File: src/rtl/key_fifo_pkg.sv
// Shared types and helpers for the keyboard FIFO with typematic repeat.
package key_fifo_pkg;

    // Typematic key states: no key, waiting out the initial delay, auto-repeating.
    typedef enum logic [1:0] {
        IDLE   = 2'd0,
        DELAY  = 2'd1,
        REPEAT = 2'd2
    } typ_state_t;

    localparam int DEPTH_DEFAULT = 64;

    // Pointer width for a power-of-two FIFO: index bits plus one wrap bit.
    function automatic int ptr_width(input int depth);
        return $clog2(depth) + 1;
    endfunction

endpackage

File: src/rtl/key_typematic.sv
// Typematic engine: detects key presses and generates auto-repeat pushes.
// All state advances only on key_sample; push is combinational so the
// FIFO captures the key in the same clock as the decision.
module key_typematic
    import key_fifo_pkg::*;
#(
    parameter int DW           = 8,
    parameter int REPEAT_DELAY = 300000,
    parameter int REPEAT_RATE  = 30000,
    parameter int CW           = 19
) (
    input  logic          clk,
    input  logic          rst,
    input  logic          key_sample,
    input  logic [DW-1:0] ascii_key,
    output logic          push,
    output logic [DW-1:0] push_data
);

    localparam logic [CW-1:0] DELAY_TERM = CW'(REPEAT_DELAY - 1);
    localparam logic [CW-1:0] RATE_TERM  = CW'(REPEAT_RATE - 1);

    typ_state_t    state, state_nxt;
    logic [CW-1:0] cnt, cnt_nxt;
    logic [DW-1:0] prev, prev_nxt;
    logic [CW-1:0] cnt_term;

    // State, repeat counter and last-pushed key register.
    always_ff @(posedge clk) begin
        if (rst) begin
            state <= IDLE;
            cnt   <= '0;
            prev  <= '0;
        end else begin
            state <= state_nxt;
            cnt   <= cnt_nxt;
            prev  <= prev_nxt;
        end
    end

    // Next-state decision and push generation, gated by the scan strobe.
    always_comb begin
        state_nxt = state;
        cnt_nxt   = cnt;
        prev_nxt  = prev;
        push      = 1'b0;
        push_data = ascii_key;
        cnt_term  = (state == REPEAT) ? RATE_TERM : DELAY_TERM;
        if (key_sample) begin
            case (state)
                IDLE: begin
                    if (ascii_key != '0) begin
                        push      = 1'b1;
                        prev_nxt  = ascii_key;
                        cnt_nxt   = '0;
                        state_nxt = DELAY;
                    end
                end
                DELAY, REPEAT: begin
                    if (ascii_key == '0) begin
                        cnt_nxt   = '0;
                        state_nxt = IDLE;
                    end else if (ascii_key != prev) begin
                        push      = 1'b1;
                        prev_nxt  = ascii_key;
                        cnt_nxt   = '0;
                        state_nxt = DELAY;
                    end else if (cnt == cnt_term) begin
                        push      = 1'b1;
                        push_data = prev;
                        cnt_nxt   = '0;
                        state_nxt = REPEAT;
                    end else begin
                        cnt_nxt = cnt + CW'(1);
                    end
                end
                default: begin
                    cnt_nxt   = '0;
                    state_nxt = IDLE;
                end
            endcase
        end
    end

endmodule

File: src/rtl/key_fifo_rpt.sv
// Keyboard character FIFO with typematic auto-repeat and status flags.
// Optional build macro KEY_FIFO_DROP_OLDEST_EN: a push into a full FIFO
// overwrites the oldest entry instead of discarding the new key.
module key_fifo_rpt
    import key_fifo_pkg::*;
#(
    parameter int DW           = 8,
    parameter int DEPTH        = DEPTH_DEFAULT,
    parameter int REPEAT_DELAY = 300000,
    parameter int REPEAT_RATE  = 30000,
    parameter int CW           = 19
) (
    input  logic                   clk,
    input  logic                   rst,
    input  logic                   key_sample,
    input  logic [DW-1:0]          ascii_key,
    input  logic                   rd_en,
    output logic [DW-1:0]          rd_data,
    output logic                   rd_valid,
    output logic                   empty,
    output logic                   full,
    output logic [$clog2(DEPTH):0] count,
    output logic                   overflow,
    input  logic                   ovf_clr
);

    localparam int AW = $clog2(DEPTH);
    localparam int PW = ptr_width(DEPTH);

    logic          push;
    logic [DW-1:0] push_data;
    logic [PW-1:0] wr_ptr, rd_ptr;
    logic [DW-1:0] mem [DEPTH];
    logic          do_pop, do_write, ovf_event, drop_adv, rd_adv;

    key_typematic #(
        .DW          (DW),
        .REPEAT_DELAY(REPEAT_DELAY),
        .REPEAT_RATE (REPEAT_RATE),
        .CW          (CW)
    ) u_typematic (
        .clk       (clk),
        .rst       (rst),
        .key_sample(key_sample),
        .ascii_key (ascii_key),
        .push      (push),
        .push_data (push_data)
    );

    assign empty = (wr_ptr == rd_ptr);
    assign full  = (wr_ptr[AW-1:0] == rd_ptr[AW-1:0]) && (wr_ptr[AW] != rd_ptr[AW]);
    assign count = wr_ptr - rd_ptr;

    assign do_pop    = rd_en & ~empty;
    assign ovf_event = push & full & ~do_pop;

`ifdef KEY_FIFO_DROP_OLDEST_EN
    assign do_write = push;
    assign drop_adv = ovf_event;
`else
    assign do_write = push & (~full | do_pop);
    assign drop_adv = 1'b0;
`endif

    assign rd_adv = do_pop | drop_adv;

    // Character storage; contents are deliberately left unreset.
    always_ff @(posedge clk) begin
        if (do_write) begin
            mem[wr_ptr[AW-1:0]] <= push_data;
        end
    end

    // Write and read pointers, each with an extra wrap bit.
    always_ff @(posedge clk) begin
        if (rst) begin
            wr_ptr <= '0;
            rd_ptr <= '0;
        end else begin
            if (do_write) begin
                wr_ptr <= wr_ptr + PW'(1);
            end
            if (rd_adv) begin
                rd_ptr <= rd_ptr + PW'(1);
            end
        end
    end

    // Registered read port; an empty pop returns zero with no valid flag.
    always_ff @(posedge clk) begin
        if (rst) begin
            rd_data  <= '0;
            rd_valid <= 1'b0;
        end else if (rd_en) begin
            if (!empty) begin
                rd_data  <= mem[rd_ptr[AW-1:0]];
                rd_valid <= 1'b1;
            end else begin
                rd_data  <= '0;
                rd_valid <= 1'b0;
            end
        end else begin
            rd_valid <= 1'b0;
        end
    end

    // Sticky overflow flag; a new loss outranks a simultaneous clear.
    always_ff @(posedge clk) begin
        if (rst) begin
            overflow <= 1'b0;
        end else if (ovf_event) begin
            overflow <= 1'b1;
        end else if (ovf_clr) begin
            overflow <= 1'b0;
        end
    end

endmodule

File: config.mk
export PLATFORM = sky130hd
export DESIGN_NAME = key_fifo_rpt
export DESIGN_NICKNAME = d
export VERILOG_FILES = /design/src/rtl/key_fifo_pkg.sv /design/src/rtl/key_typematic.sv /design/src/rtl/key_fifo_rpt.sv
export SDC_FILE = /design/constraint.sdc
export NUM_CORES = 1
export LEC_CHECK = 0
export ABC_AREA = 1
export BUFFER_PORTS_ARGS = -buffer_cell sky130_fd_sc_hd__buf_2
export CAP_MARGIN = 20
export CORE_AREA = 2 2 266 268
export CTS_CLUSTER_DIAMETER = 150
export CTS_CLUSTER_SIZE = 14
export DETAILED_ROUTE_END_ITERATION = 12
export DIE_AREA = 0 0 268 270
export PLACE_DENSITY_LB_ADDON = 0.05
export SYNTH_ARGS = -nofsm -noshare
export SYNTH_HDL_FRONTEND = slang
export SYNTH_SLANG_ARGS = --single-unit
export TNS_END_PERCENT = 1
File: constraint.sdc
create_clock -name clk -period 3.3 [get_ports clk]
set_clock_uncertainty 0.2 [all_clocks]
set_input_delay 0 -clock clk [delete_from_list [all_inputs] [get_ports clk]]
set_output_delay 0 -clock clk [all_outputs]
set_load 0.1 [all_outputs]
**Yosys cells after proc, flatten, opt, wreduce, memory -nomap -nowiden**

Memory sizes are Yosys's and may differ from the RTL's. A register that Yosys moved wholly into a read port is not among the register bits.
Index checks and enable logic that the tools add are counted.

- Register bits after elaboration: 53
- Bits in writable memories: 512
- Output and inout port bits: 19
- Logic and storage cells: 78
- Memories: 1

Memories:

| memory | depth | bits a word | read ports | clocked after Yosys merged registers in | write ports | RTL line | source |
|---|---|---|---|---|---|---|---|
| mem | 64 | 8 | 1 | 1 | 1 | key_fifo_rpt.sv:33 | `logic [DW-1:0] mem [DEPTH];` |

- $add $sub $neg: 4
- Equal/unequal tests: 11
- Mux-type cells: 34
- Bitwise gates (word level): 9
- Reductions and logical operators: 11

Operators by type and width:

| operator | number |
|---|---|
| 19-bit 2-to-1 mux | 5 |
| 8-bit 2-to-1 mux | 9 |
| 19-bit case mux with 2 select lines | 1 |
| 19-bit by 1-bit adder with 19-bit output, second input constant | 1 |
| 19-bit equality test | 1 |
| 8-bit case mux with 2 select lines | 1 |
| 7-bit by 1-bit adder with 7-bit output, second input constant | 2 |
| 6-bit 2-to-1 mux | 2 |
| 1-bit 2-to-1 mux | 10 |
| 8-bit logical NOT | 1 |
| 2-bit 2-to-1 mux | 4 |
| 8-bit inequality test | 1 |
| 8-bit nonzero test | 1 |
| 7-bit equality test | 1 |
| 7-bit subtractor | 1 |
| 6-bit equality test | 1 |
| 5-bit AND reduction | 1 |
| 1-bit bitwise AND | 4 |
| 2-bit by 1-bit inequality test with 1-bit output, second input constant | 2 |
| 4-bit by 1-bit inequality test with 1-bit output, second input constant | 1 |
| 1-bit inverter | 4 |
| 2-bit case mux with 2 select lines | 1 |
| 2-bit nonzero test | 2 |
| 2-bit OR reduction | 2 |
| other kinds (10) | 10 |

**Logic depth before layout (Yosys ltp)**

Gate-level depths: netlist (run 1).

- Depth in word-level cells: 11
- Depth in mapped cells: 16

**Modules after synthesis**

From an unflattened synthesis (run 1), not the netlist that was laid out.

- Cell total of the unflattened synthesis: 2305
- Area total of the unflattened synthesis: 24497.2 um^2

By module, submodules not included:

| module | times used | cells an instance | area each (um^2) | seq. area each (um^2) |
|---|---|---|---|---|
| key_fifo_rpt | 1 | 1966 | 22480.3 | 15975.3 |
| key_typematic | 1 | 339 | 2016.9 | 580.6 |

**Least setup slack after synthesis (run 1)**

OpenSTA, ideal clock, no wires.

- Path kind: register to register
- Start point: reg wr_ptr[0]
- End point: mem mem[40][0], enable pin
- Setup time: 281 ps
- Arrival: 3377 ps
- Data required time: 2819 ps
- Setup slack: -558 ps
- Cell stages (with the launch flop): 10
- Path buffers: 0
- Cell sequence: dfxtp_1 -> clkinv_1 -> ha_1 -> nand4_1 -> nor3_2 -> nand2_1 -> nand3_4 -> inv_12 -> nand2_8 -> nor2_1

- Cells in the longest elaborated chain, start to end: 7
- Elaborated cells on any way between the ends: 10
- Those cells by class: 2 x eq/ne; 2 x mux; 5 x bitwise; 1 x reduce/logical

RTL lines:

| item | RTL line | source |
|---|---|---|
| start: declaration | key_fifo_rpt.sv:32 | `logic [PW-1:0] wr_ptr, rd_ptr;` |
| start signal: assignment | key_fifo_rpt.sv:81 | `wr_ptr <= wr_ptr + PW'(1);` |
| 6-bit equality test | key_fifo_rpt.sv:51 | `assign full = (wr_ptr[AW-1:0] == rd_ptr[AW-1:0]) && (wr_ptr[AW] != rd_ptr[AW]);` |
| 1-bit logical AND | key_fifo_rpt.sv:51 |  |
| named net full | key_fifo_rpt.sv:21 | `output logic full,` |
| 1-bit inverter | key_fifo_rpt.sv:61 | `assign do_write = push & (~full \| do_pop);` |
| 1-bit bitwise OR | key_fifo_rpt.sv:61 |  |
| 1-bit bitwise AND | key_fifo_rpt.sv:61 |  |
| 1-bit 2-to-1 mux | key_fifo_rpt.sv:69 | `if (do_write) begin` |
| 1-bit 2-to-1 mux (not written as such) | key_fifo_rpt.sv:70 | `mem[wr_ptr[AW-1:0]] <= push_data;` |
| end: declaration | key_fifo_rpt.sv:33 |  |

The timed path passes the listed nets, and every way through them passes these cells.

**Worst setup path after layout (run 1)**

- Start point: reg u_typematic.state[0]
- End point: reg u_typematic.cnt[1]

- Cells in the longest elaborated chain, start to end: 7
- Elaborated cells on any way between the ends: 12
- Those cells by class: 4 x eq/ne; 5 x mux; 3 x reduce/logical

RTL lines:

| item | RTL line | source |
|---|---|---|
| start: declaration | key_typematic.sv:23 | `typ_state_t state, state_nxt;` |
| start signal: assignment | key_typematic.sv:35 | `state <= state_nxt;` |
| 2-bit equality test | key_typematic.sv:48, key_typematic.sv:50 |  |
| 19-bit 2-to-1 mux | key_typematic.sv:48 | `cnt_term = (state == REPEAT) ? RATE_TERM : DELAY_TERM;` |
| 19-bit equality test | key_typematic.sv:68 | `end else if (cnt == cnt_term) begin` |
| 19-bit 2-to-1 mux | key_typematic.sv:68 |  |
| 19-bit 2-to-1 mux | key_typematic.sv:63 | `end else if (ascii_key != prev) begin` |
| 19-bit 2-to-1 mux | key_typematic.sv:60 | `if (ascii_key == '0) begin` |
| 19-bit case mux with 2 select lines | key_typematic.sv:50 | `case (state)` |
| end signal: assignment | key_typematic.sv:36 | `cnt <= cnt_nxt;` |
| end: declaration | key_typematic.sv:24 | `logic [CW-1:0] cnt, cnt_nxt;` |

Several ways; a longest one is shown, not always the timed one.
A chain may end at the register's enable or synchronous reset.

==> results of run 1 <==
==> layout make-up <==
type	instances	area (µm²)	area share (%)
antenna	1	2.50	0.00914
clock inverter	3	37.5	0.137
sequential	571	16600	60.5
multi-input combinational	1502	6770	24.7
tap	940	1180	4.30
clock buffer	64	1240	4.53
inverter	88	350	1.28
timing repair buffer	152	1230	4.50
==> repair_timing <==
item	4_1_cts	5_1_grt
hold buffers	21	0
resized for setup	0	2
hold endpoints to repair	409	0
endpoints found under the setup margin	0	1
buffers inserted	0	0
==> report_power, final <==
part / leakage, nW / switching, mW / internal (mW)
combinational: 4.31 / 2.36 / 0.739
sequential: 5.09 / 0.0647 / 7.93
clock: 0.617 / 2.56 / 2.60
total: 10.0 / 4.99 / 11.3
==> cell usage in the layout, fill, tap and decap left out, types with 5 or more instances in the layout <==
cell type      count
o21ai_0           25
nand2_1          772
clkbuf_1          17
nor3_1            10
dfxtp_1           56
nand4_1           14
nand3_1          466
inv_1             73
nor2_1           131
ha_1              12
inv_2              9
clkbuf_16         47
a21oi_1           27
edfxtp_1         512
xor2_1             8
buf_4             98
buf_12             8
dlygate4sd3_1     21
nand2_8            8
nand2_2            5
buf_2             25
==> metal layers <==
layer	part of all wire, %	global-route usage, %
met1	48	29.7
met2	46	31.0
met4	2.1	4.82
met3	4.2	2.39
met5	0	0
==> final timing paths <==
kind | startpoint | end | slack, ns | cells after the start
setup / recovery | u_typematic.state[0] | u_typematic.cnt[1] | 0.23 | 14
setup reg to reg | u_typematic.state[0] | u_typematic.cnt[1] | 0.23 | 14
hold / removal | ascii_key[3] | u_typematic.prev[3] | 0.07 | 4
hold reg to reg | rd_data[0] | rd_data[0] | 0.27 | 2
==> logic make-up after synthesis <==
group / count (synthesis) / share of synthesized area, %
simple gates: 1422 / 25.7
flops: 571 / 68.5
buf+inv: 214 / 3.50
compound gates: 56 / 1.19
fa+ha+maj: 13 / 0.704
xor+xnor: 11 / 0.399
==> worst min-delay path, cell delays in order <==
cell,delay [ns]
dlygate4sd3_1,0.54
buf_4,0.14
o21ai_0,0.08
nor2_1,0.08
==> flip-flops by register name (all words and copies together), names as in the netlist, named ones only <==
register           flops
rd_data                8
u_typematic.state      2
wr_ptr                 7
rd_ptr                 7
rd_valid               1
u_typematic.prev       8
u_typematic.cnt       19
overflow               1
mem                  512
==> flow_summary.yaml, run 1 <==
route:
  num_vias: 16500
  routed_via_density: 4.96
  postRouteWirelength_um: 72000
  drtIter0Drc: 1400
  avgRoutedWirePerCell_um: 21.7
  drc: 0
  firstDrtPassIters: 5
  drtAntennaViolNets: 0
pwr:
  p_total_mw: 16.3
  p_leak_nw: 10.0
  power.density_nw_per_um2: 594
  vdd_drop_max_uv: 576
yosys:
  async_flop_share_pct: 0
  ys_ff_latch: 571
  synth_common_cells: "nand2_1, edfxtp_1, nand3_1"
  seq_area_frac_synth_pct: 68.5
  synth_edf_count: 512
  yosysTopAreaCell: "edfxtp_1"
  yosysWarnings: 0
  yosysTopAreaCellShare_pct: 63.6
  yosysUniqueCellTypes: 34
  synthCells: 2287
  avgSynthCellArea_um2: 10.6
  synthesis.area_um2: 24200
  yosys_most_used_dff: "edfxtp_1"
  synth_area_leaders: "edfxtp_1, nand2_1, nand3_1, dfxtp_1, nor2_1"
  syn_nets: 2313
  synth.most_common_cell: "nand2_1"
layout:
  nets: 2387
  n_fill_cell: 6802
  final_cells: 3321
  final_core_util_pct: 39.4
  area_delta_synth_final_pct: 13.3
  design_area_um2: 27400
  layout-drive-gt1-share_pct: 9.20
critical_path:
  path_buf_inv: 4
  slowest_delay_ns: 0.58
  critPathArrivalTime_ns: 3.41
  path_delay_family: "buffers and inverters"
  worstSetupStartpointType: "flip-flop"
  path_max_fanout: 5
  worst_ep_required_time_ns: 3.64
  worst_path_max_delay_cell: "dlygate4sd3_1"
  cp-end-kind: "flip-flop"
  crit_top_cell: "nand2_1"
  critPathKind: "flip-flop to flip-flop"
  cp_cell_sequence: "inv_1 > ha_1 > inv_1 > nand2_1 > nand2_1 > nand2_1 > nor2_1 > nand3_2 > nand2_2 > nor2_2 > nand3_1 > dlygate4sd3_1 > a21oi_1 > dlygate4sd3_1"
global_route:
  grt_pass1_wl_um: 107000
  grt_antenna_before_repair: 0
  grt_pass1_vias: 16400
  grt_max_degree: 149
  track_usage_pct: 19.9
  grt_remaining_overflow: 0
timing:
  rsz0062_at_grt: "false"
  setup_tns_ns: 0
  setup_ws_ns: 0.232
  hold_violations: 0
  whs_ns: 0.0655
  tightestPinTransition_ns: 1.04
  min_period_ns: 3.07
  min_period_over_period_pct: 93.0
  max_slew_margin_pct: 30.5
  setup_viol: 0
  drv_slew: 0
  timing.fmax_mhz: 326
clocking:
  clock-sinks: 571
  clk_path_buf_depth: 3
  cts_tree: "yes"
  clock_latency_ns: 0.62
  htree_levels: 2
  clkSlewWorstSetupHoldPaths_ns: 0.08
  cts_buffers: 46
  root_buffer: "clkbuf_16"
die:
  fp-row-count: 97
  start_util_pct: 34.7
  core_um2: 69500
  io_pins: 32
  fp.dieW_um: 268
  dieArea_um2: 72400
  die_h_um: 270
placement:
  dpl.cell_count: 3232
  globalplace.congestion: 0.812
  pre_cts_slack_ns: 0.267
  place_area_um2: 25900
  portBuffers: 31
  dp_hpwl_um: 43800
run:
  maxCapViolCount: 0
run_status:
  outcome: "finished clean"
min_path:
  min_path_type: "input pin to flip-flop"
No activity file was read; power rests on OpenSTA's default activity.
==> run 2, diff against run 1 <==
--- a/config.mk
+++ b/config.mk
@@ -8,11 +8,11 @@
 export ABC_AREA = 1
 export BUFFER_PORTS_ARGS = -buffer_cell sky130_fd_sc_hd__buf_2
 export CAP_MARGIN = 20
-export CORE_AREA = 2 2 266 268
+export CORE_AREA = 5 5 269 271
 export CTS_CLUSTER_DIAMETER = 150
 export CTS_CLUSTER_SIZE = 14
 export DETAILED_ROUTE_END_ITERATION = 12
-export DIE_AREA = 0 0 268 270
+export DIE_AREA = 0 0 274 276
 export PLACE_DENSITY_LB_ADDON = 0.05
 export SYNTH_ARGS = -nofsm -noshare
 export SYNTH_HDL_FRONTEND = slang
==> flow_summary.yaml, run 2 (same netlist as run 1, synthesis figures left out) <==
route:
  postRouteWirelength_um: 72600
  routed_via_density: 4.98
  firstDrtPassIters: 5
  num_vias: 16500
  drtAntennaViolNets: 0
  avgRoutedWirePerCell_um: 21.9
  drc: 0
  drtIter0Drc: 1380
layout:
  final_core_util_pct: 39.3
  layout-drive-gt1-share_pct: 9.29
  area_delta_synth_final_pct: 13.2
  design_area_um2: 27400
  largest_register_ffs: 512
  layout_common_cells: "nand2_1, edfxtp_1, nand3_1, nor2_1, buf_4"
  diodes: 0
  layout_commonest_cell: "nand2_1"
  nets: 2389
  n_fill_cell: 6844
clocking:
  htree_levels: 2
  clock_latency_ns: 0.61
  cts_tree: "yes"
  cts_buffers: 46
  clock-sinks: 571
  clkSlewWorstSetupHoldPaths_ns: 0.07
  clk_path_buf_depth: 3
  post_cts_buffers: 0
  root_buffer: "clkbuf_16"
die:
  fp.dieW_um: 274
  die_h_um: 276
  io_pins: 32
  dieArea_um2: 75600
  start_util_pct: 34.7
  fp-row-count: 97
  core_um2: 69500
critical_path:
  rrSetupSlack_ns: 0.28
  r2r-end: "u_typematic.state[0]"
  worstSetupStartpointType: "flip-flop"
  cp-end-kind: "output pin"
  path_max_fanout: 6
  reg2reg_depth: 17
  critPathKind: "flip-flop to output pin"
  worstReg2RegStart: "u_typematic.state[0]"
  crit_start: "wr_ptr[0]"
  worst_ep_required_time_ns: 3.10
  critPathArrivalTime_ns: 2.84
timing:
  max_slew_margin_pct: 43.8
  hold_violations: 0
  min_period_ns: 3.04
  tightestPinTransition_ns: 0.843
  min_period_over_period_pct: 92.2
  setup_viol: 0
  timing.fmax_mhz: 329
  drv_slew: 0
  setup_tns_ns: 0
  rsz0062_at_grt: "false"
global_route:
  grt_remaining_overflow: 0
  grt_antenna_before_repair: 1
  grt_pass1_wl_um: 107000
  track_usage_pct: 18.8
  grt_max_degree: 120
  grt_pass1_vias: 16600
min_path:
  hold_depth: 4
  min_to: "u_typematic.prev[4]"
  worstHoldStart: "ascii_key[4]"
  min_path_type: "input pin to flip-flop"
placement:
  place_area_um2: 25900
  dp_hpwl_um: 44700
  portBuffers: 31
  globalplace.congestion: 0.807
run_status:
  outcome: "finished clean"
pwr:
  p_total_mw: 16.1
  vdd_drop_max_uv: 536
  power.density_nw_per_um2: 590
  p_leak_nw: 10.0
run:
  maxCapViolCount: 0
-- run 2: changes by cell type in the layout (fill, tap and decap cells not counted) --
cell / change
clkbuf_1: -1
nor2_1: -1
clkbuf_4: +1
diode_2: -1
nor2_2: +1
clkbuf_16: -1
clkinv_8: -1
inv_16: +1
buf_2: +1
-- run 2: report_power, final --
group,switching [mW],leakage (nW),internal (mW)
logic,2.32,4.32,0.739
registers,0.0806,5.09,7.93
clock network,2.51,0.606,2.55
-- run 2: routing by layer --
layer | GRT usage (%) | wire (µm)
met1 | 27.9 | 34200
met2 | 29.7 | 33300
met3 | 2.77 | 3840
met4 | 3.44 | 1200
met5 | 0.706 | 92
-- run 2: worst max-delay path: stages, from the launching register on --
cell and delay, ns:
dfxtp_1 0.44, clkinv_1 0.15, ha_1 0.25, fa_1 0.42, nor2_1 0.12, a211oi_1 0.07, o21ai_0 0.22, xor2_1 0.23
clkbuf_4 0.37
-- run 2: worst max path at each step --
| stage | end |
|---|---|
| 2_1_floorplan | mem[40][0] |
| 3_3_place_gp | mem[3][3] |
| 3_5_place_dp | mem[3][1] |
| 4_1_cts | count[6] |
| 5_1_grt | u_typematic.state[0] |
| 6_report | count[6] |
-- run 2: per-stage QoR --
stage	hold WS, ns	std cells	setup slack [ns]
floorplan	-0.0553	2287	0.00934
global placement	0.0518	3234	0.132
detailed placement	0.0668	3234	0.175
CTS	0.0224	3320	0.140
global route	0.0795	3320	0.0465
finish	0.0611	3320	0.257
-- run 2: final cells by class --
type | instances | area [µm²] | area share (%)
Sequential cell | 571 | 16600 | 60.6
Clock inverter | 3 | 41.3 | 0.151
Timing Repair Buffer | 154 | 1240 | 4.55
Clock buffer | 62 | 1210 | 4.43
Multi-Input combinational cell | 1502 | 6770 | 24.7
Tap cell | 940 | 1180 | 4.30
Inverter | 88 | 350 | 1.28
-- run 2: what timing repair did --
item / 4_1_cts / 5_1_grt
hold buffers: 21 / 0
hold endpoints to repair: 482 / 0
resized for setup: 0 / 4
setup endpoints to repair: 0 / 10
